==> config.mk <==
export PLATFORM = sky130hd
export DESIGN_NAME = cdc_hs_tx
export DESIGN_NICKNAME = d
export VERILOG_FILES = /design/src/rtl/cdc_hs_tx.sv
export SDC_FILE = /design/constraint.sdc
export NUM_CORES = 1
export LEC_CHECK = 0
export CORE_UTILIZATION = 45
export CTS_CLUSTER_DIAMETER = 80
export DETAILED_ROUTE_END_ITERATION = 16
export PLACE_DENSITY_LB_ADDON = 0.25
export SYNTH_ARGS = -nofsm -noshare
export SYNTH_HDL_FRONTEND = slang
export SYNTH_SLANG_ARGS = --single-unit
==> constraint.sdc <==
create_clock -name clk -period 2.7 [get_ports clk]
set_input_delay 0.54 -clock clk [delete_from_list [all_inputs] [get_ports clk]]
set_output_delay 0.54 -clock clk [all_outputs]
set_load 0.05 [all_outputs]
==> src/rtl/cdc_hs_tx.sv <==
// Transmit end of a 4-phase req/ack clock-domain-crossing handshake.
// A word accepted over valid/ready is held on req_data. The block raises req,
// waits for the synchronised ack, drops req, and waits for ack to fall again.
// A sticky timeout flag reports a far end that is slow to respond. The flag
// does not abort the handshake.
module cdc_hs_tx #(
    parameter int DATA_WIDTH     = 8,
    parameter int TIMEOUT_CYCLES = 256
) (
    input  logic                  clk,
    input  logic                  n_reset,
    input  logic                  tx_valid,
    input  logic [DATA_WIDTH-1:0] tx_data,
    output logic                  tx_ready,
    output logic                  tx_done,
    output logic                  req,
    output logic [DATA_WIDTH-1:0] req_data,
    input  logic                  ack_async,
    output logic                  busy,
    output logic                  timeout_err,
    input  logic                  err_clr
);

    // The counter must be able to hold TIMEOUT_CYCLES itself.
    // A width of 1 keeps the disabled case legal.
    localparam int               CNT_W   = (TIMEOUT_CYCLES > 0) ? $clog2(TIMEOUT_CYCLES + 1) : 1;
    localparam logic [CNT_W-1:0] CNT_MAX = CNT_W'(TIMEOUT_CYCLES);

    typedef enum logic [1:0] {
        IDLE   = 2'd0,
        REQ_HI = 2'd1,
        REQ_LO = 2'd2
    } state_t;

    state_t                  state_q, state_d;
    logic                    req_q, req_d;
    logic [DATA_WIDTH-1:0]   req_data_q, req_data_d;
    logic                    tx_done_q, tx_done_d;
    logic [CNT_W-1:0]        cnt_q, cnt_d;
    logic                    timeout_err_q, timeout_err_d;
    logic                    ack_meta_q, ack_sync_q;
    logic                    cnt_reach;

    // Two-flop synchroniser bringing the far-domain ack into clk.
    always_ff @(posedge clk or negedge n_reset) begin
        if (!n_reset) begin
            ack_meta_q <= 1'b0;
            ack_sync_q <= 1'b0;
        end else begin
            ack_meta_q <= ack_async;
            ack_sync_q <= ack_meta_q;
        end
    end

    // A stale high ack from the previous transfer must clear before a new word is taken.
    assign tx_ready    = (state_q == IDLE) && !ack_sync_q;
    assign busy        = (state_q != IDLE);
    assign req         = req_q;
    assign req_data    = req_data_q;
    assign tx_done     = tx_done_q;
    assign timeout_err = timeout_err_q;

    // Handshake sequencing: capture, raise req, drop req on ack, finish on ack low.
    always_comb begin
        state_d    = state_q;
        req_d      = req_q;
        req_data_d = req_data_q;
        tx_done_d  = 1'b0;
        unique case (state_q)
            IDLE: begin
                if (tx_valid && tx_ready) begin
                    req_data_d = tx_data;
                    req_d      = 1'b1;
                    state_d    = REQ_HI;
                end
            end
            REQ_HI: begin
                if (ack_sync_q) begin
                    req_d   = 1'b0;
                    state_d = REQ_LO;
                end
            end
            REQ_LO: begin
                if (!ack_sync_q) begin
                    tx_done_d = 1'b1;
                    state_d   = IDLE;
                end
            end
            default: begin
                req_d   = 1'b0;
                state_d = IDLE;
            end
        endcase
    end

    // Wait-time counter. The flag sets only on the edge where the count first
    // reaches the limit, so clearing it while the counter sits saturated works.
    always_comb begin
        cnt_d         = cnt_q;
        cnt_reach     = 1'b0;
        timeout_err_d = timeout_err_q;
        if (state_d != state_q) begin
            cnt_d = '0;
        end else if ((state_q != IDLE) && (cnt_q != CNT_MAX)) begin
            cnt_d     = cnt_q + 1'b1;
            cnt_reach = (cnt_d == CNT_MAX);
        end
        if (err_clr) begin
            timeout_err_d = 1'b0;
        end
        if (cnt_reach) begin
            timeout_err_d = 1'b1;
        end
        if (TIMEOUT_CYCLES == 0) begin
            cnt_d         = '0;
            timeout_err_d = 1'b0;
        end
    end

    // State, output and counter registers. Reset drops req immediately.
    always_ff @(posedge clk or negedge n_reset) begin
        if (!n_reset) begin
            state_q       <= IDLE;
            req_q         <= 1'b0;
            req_data_q    <= '0;
            tx_done_q     <= 1'b0;
            cnt_q         <= '0;
            timeout_err_q <= 1'b0;
        end else begin
            state_q       <= state_d;
            req_q         <= req_d;
            req_data_q    <= req_data_d;
            tx_done_q     <= tx_done_d;
            cnt_q         <= cnt_d;
            timeout_err_q <= timeout_err_d;
        end
    end

endmodule

Word level (Yosys, flattened, before mapping)
Cells that the tools add are included.
{ "word_totals": {"inputBits": 13, "reg_bits": 24} }
{ "op_classes": {"n_bitwise": 1, "add_sub_neg": 1, "eq_ne": 7, "mux": 15, "n_reduce_logical": 10} }
{ "ops": {"columns": ["cell", "count"], "rows": [
  ["$mux 9", 2],
  ["$add 9x1->9 const B", 1],
  ["$eq 9x9->1 const B", 1],
  ["$ne 9x9->1 const B", 1],
  ["$mux 1", 8],
  ["$mux 2", 3],
  ["$pmux 2 s3", 1],
  ["$reduce_bool 2->1", 3],
  ["$logic_and 1x1->1", 3],
  ["$pmux 1 s3", 1],
  ["$reduce_and 3->1", 1],
  ["$eq 2x1->1 const B", 1],
  ["$eq 2x2->1 const B", 1],
  ["$logic_not 2->1", 1],
  ["$ne 2x1->1 const B", 1],
  ["$ne 2x2->1", 1],
  ["$ne 2x2->1 const B", 1],
  ["$reduce_and 2->1", 1],
  ["$logic_not 1->1", 1],
  ["$not 1->1", 1]
]} }

Logic depth before layout (Yosys ltp)
Gate-level depths: netlist of the first run.
{ "logic_depth": {"depth_word": 8, "depth_mapped": 6} }

Worst setup path after synthesis of the first run
No wires, ideal clock.
{ "synth_path": {"kind": "register to register", "startpoint": "register state_q[1]", "endpoint": "register req_data_q[0] (netlist: req_data[0])", "path_slack_ns": 0.212, "required_time_ns": 2.575, "arrival_ns": 2.363, "stages_incl_launch_ff": 7, "path_cell_list": "dfrtp_1 nor2_1 inv_1 nor2_1 and2_1 buf_2 mux2_2"} }
{ "synth_between": {"elab_chain_len": 4} }
{ "synth_rtl": {"columns": ["element", "line_no", "rtl"], "rows": [
  ["from (decl)", "35", "state_t state_q, state_d;"],
  ["from (signal assigned)", "130", "state_q <= state_d;"],
  ["$logic_not 2->1", "56", "assign tx_ready = (state_q == IDLE) && !ack_sync_q;"],
  ["$logic_and 1x1->1", "56", null],
  ["via tx_ready", "14", "output logic tx_ready,"],
  ["$logic_and 1x1->1", "71", "if (tx_valid && tx_ready) begin"],
  ["$reduce_and 2->1 (no source line)", null, null],
  ["to (signal assigned)", "132", "req_data_q <= req_data_d;"],
  ["to (decl)", "37", "logic [DATA_WIDTH-1:0] req_data_q, req_data_d;"]
]} }
The timed path passes the listed nets, and every way through them passes these cells.
A chain may end at the register's enable or synchronous reset.

Worst setup path after layout of the first run
{ "layout_path": {"startpoint": "register state_q[1]", "endpoint": "output port busy"} }
{ "layout_between": {"elab_chain_len": 1} }
{ "layout_rtl": {"columns": ["element", "line_no", "rtl"], "rows": [
  ["$reduce_bool 2->1", "57", "assign busy = (state_q != IDLE);"],
  ["to (decl)", "19", "output logic busy,"]
]} }
No other way between the ends.

==> results.tsv, run 1 <==
metric	value	unit
status	completed	
remaining_drc_errors	0	
fin_setup_tns	0	ns
startpoint	state_q[1]	
syn-cell-area	1150	um^2
nNetsFinal	150	
clockBufferDepth	2	
synth_xor_xnor_area_share	0.0304	
yosysTopAreaCellShare	0.521	
drive_gt1_frac	0.105	
synth_top_family_by_area	simple AND/OR/NAND/NOR gates	
muxShareOfSynthArea	0.0965	
grt_overflow	0	
r2r_slack	0.84	ns
timing.rr.start	state_q[1]	
grt_pass1_wl	3.76	mm
drt_iter0_markers	6	
synth.top_cells.by_area	dfrtp_1 52%, mux2_2 8.8%, nor2_1 2.9%	
antenna_left	0	
place_hpwl	1.74	mm
cp-endpoint	busy	
post-cts-setup-buffer-count	0	
first_pass_iters	4	
slowest_delay	0.72	ns
ir_worst_vdd	554	uV
synth_top_flop_cell	dfrtp_1	
yosysTopAreaCell	dfrtp_1	
clkTransAtPathRegs	0.12	ns
start_util	0.498	
hold_viol	0	
drv_slew	0	
cp_top_family	buffers and inverters	
skew	0.00339	ns
die_h	52.6	um
yosys_warnings	0	
cts_tree	done	
cp_slowest_cell	clkdlybuf4s50_1	
ys_seq_area_frac	0.521	
synth-edff-count	0	
clkSinkCount	24	
crit_type	flip-flop to primary output	
synth-seq-cells	24	
rsz0062_at_grt	no	
holdBufCountCts	0	
cap_violations	0	
fillCellCount	196	
antenna_found_initial	0	
worstPathCellList	nor2_1 -> inv_1 -> clkdlybuf4s50_1	
relSlewSlack	0.663	
crit_arrival	1.91	ns
powerDensity	622	nW/um^2
finalPower	0.906	mW
hold_class	flip-flop to flip-flop	
r2r_cells	5	
port_buffers	25	
setup_viol	0	
worstSetupPathDepth	3	
r2r-end	req_data[1]	
synth_compound_area_frac	0.116	
antenna-diode-count	0	
place.gp.congestion	0.804	
worst-path-buf-inv	2	
synthAdderAreaFrac	0.0217	
final_area	1460	um^2
cts_root_buffer	clkbuf_4	
design.die.area	2770	um^2
via_count	911	
grtUsageTotal	0.187	
vias_per_cell	5.66	
syn_avg_cell_area	10.8	um^2
synthToLayoutAreaGrowth	26.4	%
wl_per_cell	14.1	um
placedCellCount	158	
wirelength	2.27	mm
cp_max_fo	6	
cts_max_level	1	
end_kind	primary output	
stdcell_count	161	
yosys.area_share.simple	0.177	
rows	17	
async_flop_share	1.00	
fp.dieW	52.6	um
cts_resized	0	
ys_types	35	
tightest_slew	0.504	ns
io_pins	26	
worstSkewPairLatency	0.30	ns
min_period	2.45	ns
grt_max_degree	25	
place_area	1430	um^2
p_leak	0.612	nW
syn_nets	122	
cts_buffers	3	
syn_inst	107	
min_period_over_period	0.907	
grt_pass1_vias	889	
crit_required	2.16	ns
fmaxAchievable	409	MHz
core_area	2320	um^2
setup.worst_path.start_class	flip-flop	
==> kinds of logic after synthesis <==
| family | Yosys count |
|---|---|
| adder cells (fa/ha/maj) | 2 |
| buffers and inverters | 11 |
| multiplexers | 10 |
| AO/OA/AOI/OAI | 19 |
| AND/OR/NAND/NOR | 37 |
| XOR/XNOR | 4 |
| flip-flops | 24 |
==> stage by stage <==
stage | hold WS (ns) | utilization | worst slack [ns]
6_report | 0.371 | 0.629 | 0.252
5_1_grt | 0.382 | 0.629 | 0.133
4_1_cts | 0.373 | 0.628 | 0.0511
3_5_place_dp | 0.345 | 0.618 | 0.407
3_3_place_gp | 0.335 | 0.618 | 0.471
2_1_floorplan | 0.244 | - | 0.212
==> metal layers <==
layer / global-route usage / wire length [um] / vias up
li1: - / - / 437
met1: 0.221 / 1010 / 458
met2: 0.340 / 1170 / 14
met3: 0.0522 / 69 / 2
met4: 0.0263 / 9 / 0
met5: 0 / 0 / -
==> power by group <==
| group | internal (mW) | leakage (nW) | total, mW | switching [mW] |
|---|---|---|---|---|
| sequential | 0.402 | 0.307 | 0.431 | 0.0293 |
| clock | 0.0520 | 0.0138 | 0.147 | 0.0946 |
| combinational | 0.125 | 0.291 | 0.329 | 0.204 |
| total | 0.579 | 0.612 | 0.906 | 0.328 |
==> layout make-up <==
type / instances / area, um^2 / share of cell area
Clock buffer: 3 / 22.5 / 0.0155
Inverter: 8 / 30.0 / 0.0206
Tap cell: 28 / 35.0 / 0.0240
Multi-Input combinational cell: 72 / 509 / 0.349
Sequential cell: 24 / 601 / 0.412
Timing Repair Buffer: 26 / 260 / 0.179
==> layout by cell type, fill, tap and decap left out, drive strengths merged, types with 2 or more instances in the layout <==
master | Yosys | routed
dfrtp | 24 | 24
clkdlybuf4s50 | 0 | 24
nor2 | 9 | 9
mux2 | 9 | 9
inv | 8 | 8
nand2b | 4 | 4
nand3 | 4 | 4
or3 | 4 | 4
a21oi | 4 | 4
xnor2 | 3 | 3
nand2 | 3 | 3
o21ai | 3 | 3
clkbuf | 1 | 3
nor3 | 3 | 3
nor2b | 2 | 2
a41o | 2 | 2
nand4 | 2 | 2
o32ai | 2 | 2
and3 | 2 | 2
ha | 2 | 2
==> how the worst min path moves through the flow <==
stage,cells after the start,from,end,slack [ns]
finish,0,ack_meta_q,ack_sync_q,0.37
detailed placement,0,ack_meta_q,ack_sync_q,0.34
global placement,0,ack_meta_q,ack_sync_q,0.34
floorplan,0,n_reset,ack_meta_q,0.24
global route,0,ack_meta_q,ack_sync_q,0.38
CTS,0,ack_meta_q,ack_sync_q,0.37
==> flip-flops by register name, summed over array words and instances, names as in the netlist <==
signal       flops
state_q          2
tx_done          1
timeout_err      1
ack_sync_q       1
cnt_q            9
req              1
req_data         8
ack_meta_q       1
==> synthesized netlist by cell type, types with 2 or more instances <==
cell type	number
o32ai_1	2
nand4_1	2
and3_1	2
nand2_1	3
inv_1	8
o21ai_0	3
buf_2	2
a41o_1	2
nor2_1	9
nand2b_1	4
mux2_2	9
nor3_1	2
dfrtp_1	24
nand3_1	4
nor2b_1	2
ha_1	2
xnor2_1	3
a21oi_1	4
or3_1	4
Power figures use the tool's default switching activity.
==> run 2, diff against run 1 <==
Settings changed: PLACE_DENSITY from default to 0.73, PLACE_DENSITY_LB_ADDON 0.25 to default.
==> results.tsv, run 2 (synthesis results as in run 1) <==
metric	value	unit	change
min_period_over_period	0.906		-0.000951
fin_setup_tns	0	ns	unchanged
via_count	909		-0.22%
setup_slack	0.255	ns	+0.00257 ns
p_leak	0.626	nW	+2.3%
rsz0062_at_grt	no		
clkSinkCount	24		unchanged
grt_pass1_wl	4.02	mm	+6.8%
cp_max_fo	6		unchanged
skew	0.00850	ns	+0.00511 ns
fp.dieW	52.6	um	unchanged
antenna_left	0		unchanged
cap_violations	0		unchanged
drt_iter0_markers	23		+17
holdBufCountCts	0		unchanged
grt_overflow	0		unchanged
post-route-util	0.642		+0.0130
core_area	2320	um^2	unchanged
met2_length	1.19	mm	+1.8%
cts_max_level	1		unchanged
grt_pass1_vias	913		+2.7%
top_layer	met4		
cts_tree	done		
ir_worst_vdd	592	uV	+6.8%
cp_slowest_cell	clkdlybuf4s50_1		
grtUsageTotal	0.204		+0.0174
status	completed		
drt-met1-wl	1.10	mm	+8.6%
final_cell_mix	24 x dfrtp_1, 24 x clkdlybuf4s50_1, 9 x nor2_1, 9 x mux2_2, 8 x inv_1		
hold_class	flip-flop to flip-flop		
crit_type	flip-flop to primary output		
place_ws	0.391	ns	-0.0153 ns
place.gp.congestion	0.870		+8.3%
first_pass_iters	4		unchanged
start_util	0.498		unchanged
worstSkewPairLatency	0.32	ns	+0.02 ns
nNetsFinal	150		unchanged
post-cts-setup-buffer-count	0		unchanged
slowest_delay	0.72	ns	about the same
end_kind	primary output		
crit_required	2.16	ns	about the same
vias_per_cell	5.61		-0.84%
tightest_slew	0.503	ns	-0.00138 ns
drive_gt1_frac	0.112		+0.00668
antenna-diode-count	0		unchanged
place_hpwl	1.71	mm	-1.6%
top_register	cnt_q		
worst-path-buf-inv	2		unchanged
setup_viol	0		unchanged
port_buffers	25		unchanged
wl_met3	55	um	-20%
drv_slew	0		unchanged
cts_resized	0		unchanged
cts_buffers	3		unchanged
antenna_found_initial	0		unchanged
largest_reg_flops	9		unchanged
clkTransAtPathRegs	0.14	ns	+0.02 ns
design.die.area	2770	um^2	unchanged
min_period	2.45	ns	-0.00257 ns
relSlewSlack	0.664		+0.000924
cp_top_family	buffers and inverters		
hold_viol	0		unchanged
remaining_drc_errors	0		unchanged
cts_root_buffer	clkbuf_4		
die_h	52.6	um	unchanged
io_pins	26		unchanged
fmaxAchievable	409	MHz	+0.11%
crit_arrival	1.91	ns	about the same
setup.worst_path.start_class	flip-flop		
powerDensity	688	nW/um^2	+11%
worstPathCellList	nor2_1 -> inv_1 -> clkdlybuf4s50_1		
wirelength	2.45	mm	+8.3%
clockBufferDepth	2		unchanged
synthToLayoutAreaGrowth	29.0	%	
grt_max_degree	25		unchanged
wl_per_cell	15.1	um	+7.6%
rows	17		unchanged
-- run 2: cell count changes in the layout (fill, tap and decap cells not counted), sizes merged --
cell and change:
bufinv +1
-- run 2: worst register-to-register path: cells and delay by family (launching register included) --
kind / cells / cell delay [ns]
flops: 1 / 0.46
buf+inv: 1 / 0.13
mux: 1 / 0.38
simple gates: 3 / 0.78
-- run 2: final timing paths --
| path | start | endpoint | slack (ns) | depth (start not counted) |
|---|---|---|---|---|
| worst max-delay path | state_q[1] | busy | 0.25 | 3 |
| worst min-delay path | ack_meta_q | ack_sync_q | 0.37 | 0 |
| worst max register to register | state_q[1] | req_data[0] | 0.85 | 5 |
| worst min register to register | ack_meta_q | ack_sync_q | 0.37 | 0 |
| max in group asynchronous | n_reset | req_data[0] | 1.90 | 2 |
| min in group asynchronous | n_reset | tx_done | 0.56 | 2 |
-- run 2: report_power, final --
| part | internal, mW | total (mW) | leakage, nW | switching [mW] |
|---|---|---|---|---|
| Sequential | 0.402 | 0.431 | 0.307 | 0.0289 |
| Combinational | 0.125 | 0.329 | 0.291 | 0.204 |
| Clock | 0.150 | 0.263 | 0.0279 | 0.113 |
| Total | 0.677 | 1.02 | 0.626 | 0.346 |
-- run 2: metrics by stage --
step | instance area (um^2) | hold slack (ns) | cells | power, mW
5_1_grt | 1490 | 0.374 | 162 | 1.07
3_3_place_gp | 1430 | 0.333 | 158 | 0.763
6_report | 1490 | 0.365 | 162 | 1.02
2_1_floorplan | 1150 | 0.244 | 107 | 0.647
3_5_place_dp | 1430 | 0.335 | 158 | 0.768
4_1_cts | 1490 | 0.368 | 162 | 1.03
-- run 2: per-layer routing --
metal | GRT usage | vias to the layer above
met5 | 0 | -
met1 | 0.236 | 438
met2 | 0.344 | 26
met4 | 0.145 | 0
li1 | - | 435
met3 | 0.0261 | 10
-- run 2: area by class of cell --
cell class,instances,area [um^2]
Inverter,8,30.0
Clock inverter,1,30.0
Timing Repair Buffer,26,260
Clock buffer,3,22.5
Sequential cell,24,601
Tap cell,28,35.0
Fill cell,185,831
Multi-Input combinational cell,72,509
